## src/rtl/mult_pkg.sv

```systemverilog
// rtl/mult_pkg.sv - shared state encoding and width for the shift-add multiplier sequencer
package mult_pkg;
  localparam int MULT_BITS = 8;

  typedef enum logic [2:0] {IDLE, START, ARITH, SHIFT, HOLD} state_t;
endpackage

```

## src/rtl/mult_iter_counter.sv

```systemverilog
// rtl/mult_iter_counter.sv - iteration counter with terminal-count flag for the multiplier sequencer
module mult_iter_counter
  import mult_pkg::*;
#(
  parameter int N_BITS = MULT_BITS,
  localparam int CW = (N_BITS > 1) ? $clog2(N_BITS) : 1
) (
  input  logic clk,
  input  logic reset,
  input  logic clr,
  input  logic inc,
  output logic last
);

  logic [CW-1:0] cnt_q, cnt_d;

  always_comb begin
    cnt_d = cnt_q;
    if (clr) begin
      cnt_d = '0;
    end else if (inc) begin
      cnt_d = cnt_q + CW'(1);
    end
  end

  always_ff @(posedge clk) begin
    if (reset) begin
      cnt_q <= '0;
    end else begin
      cnt_q <= cnt_d;
    end
  end

  assign last = (cnt_q == CW'(N_BITS - 1));

endmodule

```

## src/rtl/mult_control.sv

```systemverilog
// rtl/mult_control.sv - sequencer for the 8-bit shift-add multiplier datapath
module mult_control
  import mult_pkg::*;
#(
  parameter int N_BITS = MULT_BITS
) (
  input  logic Clk,
  input  logic Reset,
  input  logic Run,
  input  logic ClearA_LoadB,
  input  logic M,
  output logic Clr_Ld,
  output logic ClearA,
  output logic Add,
  output logic Sub,
  output logic Shift_En,
  output logic Done
);

  state_t state_q, state_d;
  logic   cnt_clr;
  logic   cnt_inc;
  logic   last;

  mult_iter_counter #(.N_BITS(N_BITS)) u_iter_counter (
    .clk  (Clk),
    .reset(Reset),
    .clr  (cnt_clr),
    .inc  (cnt_inc),
    .last (last)
  );

  always_comb begin
    state_d  = state_q;
    Clr_Ld   = 1'b0;
    ClearA   = 1'b0;
    Add      = 1'b0;
    Sub      = 1'b0;
    Shift_En = 1'b0;
    Done     = 1'b0;
    cnt_clr  = 1'b0;
    cnt_inc  = 1'b0;
    case (state_q)
      IDLE: begin
        // Run wins over a simultaneous load request
        Clr_Ld = ClearA_LoadB & ~Run;
        if (Run) state_d = START;
      end
      START: begin
        ClearA  = 1'b1;
        cnt_clr = 1'b1;
        state_d = ARITH;
      end
      ARITH: begin
        // final multiplier bit carries negative weight in two's complement
        Add     = M & ~last;
        Sub     = M & last;
        state_d = SHIFT;
      end
      SHIFT: begin
        Shift_En = 1'b1;
        if (last) begin
          state_d = HOLD;
        end else begin
          cnt_inc = 1'b1;
          state_d = ARITH;
        end
      end
      HOLD: begin
        Done = 1'b1;
        if (!Run) state_d = IDLE;
      end
      default: state_d = IDLE;
    endcase
  end

  always_ff @(posedge Clk) begin
    if (Reset) begin
      state_q <= IDLE;
    end else begin
      state_q <= state_d;
    end
  end

endmodule

```

## config.mk

```make
export PLATFORM = sky130hd
export DESIGN_NAME = mult_control
export DESIGN_NICKNAME = d
export VERILOG_FILES = /design/src/rtl/mult_pkg.sv /design/src/rtl/mult_iter_counter.sv /design/src/rtl/mult_control.sv
export SDC_FILE = /design/constraint.sdc
export NUM_CORES = 1
export LEC_CHECK = 0
export ABC_AREA = 1
export ABC_CLOCK_PERIOD_IN_PS = 1240
export BUFFER_PORTS_ARGS = -buffer_cell sky130_fd_sc_hd__buf_2
export CORE_AREA = 2 2 39 41
export DETAILED_ROUTE_END_ITERATION = 10
export DIE_AREA = 0 0 41 43
export GPL_TIMING_DRIVEN = 0
export PLACE_DENSITY = 0.56
export SLEW_MARGIN = 20
export SYNTH_ARGS = -nofsm -noshare
export SYNTH_HDL_FRONTEND = slang
export SYNTH_SLANG_ARGS = --single-unit
```

## constraint.sdc

```tcl
create_clock -name Clk -period 1.24 [get_ports Clk]
set_clock_uncertainty 0.05 [all_clocks]
set_input_delay 0.062 -clock Clk [delete_from_list [all_inputs] [get_ports Clk]]
set_output_delay 0.062 -clock Clk [all_outputs]
set_load 0.01 [all_outputs]
```

==> run metrics <==
met3 wire len=22 um; dpl hpwl=565 um; setup TNS=-93.0 ps; kind of critical path=register to output port; Placement Setup Slack=-45.1 ps; total track usage=10.4%; CORE AREA=1380 um^2; crit-path max cell delay=330 ps; root buffer cell=clkbuf_4; min-delay src=Run; clk slew on worst S/H paths=50 ps; CP startpoint kind=register; most frequent cells in the layout=buf_2, inv_1, nand2_1, nand2_2, dfxtp_2; placed inst area=394 um^2; VDD IR-drop max=326 uV; Layout Nets=73; synthesized cell area=324 um^2; Period minus WS final=1310 ps; Max Fclk=766 MHz; status=complete, but fails checks; Site Rows=14; Num CTS Buffers=3; wl on met1=324 um; share of layout cells above drive strength 1=60.9%; GPL Wtd Cong=0.681; Setup violations, final=2; pwr dens=835 nW/um^2; worst skew pair latency=240 ps; top routing layer in use=met3; RSZ-0062 raised after global routing=true; critical-path cell list=ha_4 -> ha_4 -> nor3_2 -> buf_2; worst slew pin tran=198 ps; yosys warns=0; wire per inst=10.2 um; largest net degree at the start of global routing=7; IO Port Bufs=10; syn_nets=53; first-pass GRT wire length=1.21 mm; Die H=43 um; Layout Area Growth over Synthesis=67.2%; Yosys cell types=14; worst-path fanout max=3; Mapped Cells=46; I/O pin cnt=11; crit path from=u_iter_counter.cnt_q[0]; fin worst setup slack=-65.6 ps; DR iter-0 viols=5; period utilization=105%; most common cell after layout, fill and taps aside=buf_2; clock sinks=6; initial core utilization=23.4%; Yosys reg bits=6; Die Wd=41 um; worst hold slack=38.3 ps; antenna violations before repair=0; Max-Cap Viols=0; Hold Path Class=primary input to register; Detail Route Antenna Nets=0; Hold Vio Cnt, Final=0; drt via density=4.56; Mean Syn Cell Area=7.04 um^2; Critical Path AT=1190 ps; CP max-delay cell=dfxtp_2; CP Data Required Time=1130 ps; number of global-route vias before repair=332; CTS tree=built; CP endpoint kind=output port; fillers=153; Clock Tree Buf Depth=2; wirelength, routed=818 um; failing checks=negative setup slack; # DRC=0; cell mode on critical path=ha_4; total congestion overflow=0; final instance area=542 um^2; DRT Pass-1 Iters=3; leakage power=0.240 nW; r2r startpoint=u_iter_counter.cnt_q[0]; Tot Pwr=0.452 mW; Slew Limit Headroom=86.8%; antenna cells=0; sequential fraction of the synthesis area=37.1%; H-tree depth=1; Die Area=1760 um^2; via count=365; Slew Viols, Final=0; metal2 WL=471 um
## layer usage
metal,up-vias,global-route usage [%]
met2,5,17.2
met3,0,1.57
met5,-,0
met1,175,10.7
met4,0,8.00
li1,185,-
## where the power goes
group | internal (mW) | switching (mW) | leakage, nW
clock network | 0.109 | 0.0662 | 0.0138
registers | 0.200 | 0.0102 | 0.0513
logic | 0.0294 | 0.0371 | 0.175
total | 0.339 | 0.113 | 0.240
## flip-flops by register name (all words and copies together) (netlist names)
signal                count
u_iter_counter.cnt_q      3
state_q                   3
## critical path: cells and delay by family, from the launching register on
family / cells / cell delay, ps
buffers and inverters: 1 / 150
and+or+nand+nor: 1 / 140
DFF: 1 / 330
adders and majority gates: 2 / 330
## Yosys cell counts
master	number	area, um^2
o21ai_0	1	5.00
dfxtp_1	6	120
or2_2	1	6.26
a21oi_1	5	25.0
ha_1	2	25.0
nand3_1	4	20.0
nor2_1	3	11.3
nand4_1	1	6.26
nor3_1	2	10.0
nor3_2	1	10.0
nand2_1	9	33.8
nand2_2	1	6.26
inv_1	9	33.8
nor2_4	1	11.3
## path summary, 6_finish.rpt
check	end	cells after the start	slack (ps)
max	Add	4	-70
min	state_q[2]	3	40
max reg2reg	state_q[1]	6	60
min reg2reg	u_iter_counter.cnt_q[0]	2	440
## repair_timing
item | in CTS | in global routing
hold endpoints to repair | 2 | 0
hold buffers | 1 | 0
pin swaps | 2 | 5
setup buffers | 2 | 2
setup endpoints to repair | 6 | 7
gates resized for setup | 10 | 16
## cell type report
| cell class | instances | area [um^2] | share of cell area, % |
|---|---|---|---|
| Clock buffer | 3 | 22.5 | 4.16 |
| Inverter | 9 | 36.3 | 6.70 |
| Multi-Input combinational cell | 31 | 240 | 44.3 |
| Sequential cell | 6 | 129 | 23.8 |
| Tap cell | 16 | 20.0 | 3.70 |
| Timing Repair Buffer | 15 | 93.8 | 17.3 |
## cells by family (layout without fill, tap and decap cells)
kind of cell / Yosys count / count (layout) / synth area share, %
AO/OA/AOI/OAI: 6 / 6 / 9.26
flip-flops: 6 / 6 / 37.1
adder cells (fa/ha/maj): 2 / 2 / 7.72
buffers and inverters: 9 / 27 / 10.4
AND/OR/NAND/NOR: 23 / 23 / 35.5
## stage by stage
step / utilization, % / cells
2_1_floorplan: - / 46
3_3_place_gp: 28.5 / 72
3_5_place_dp: 28.5 / 72
4_1_cts: 34.8 / 78
5_1_grt: 39.2 / 80
6_report: 39.2 / 80
Note: power is estimated with default switching activity, not from simulation.
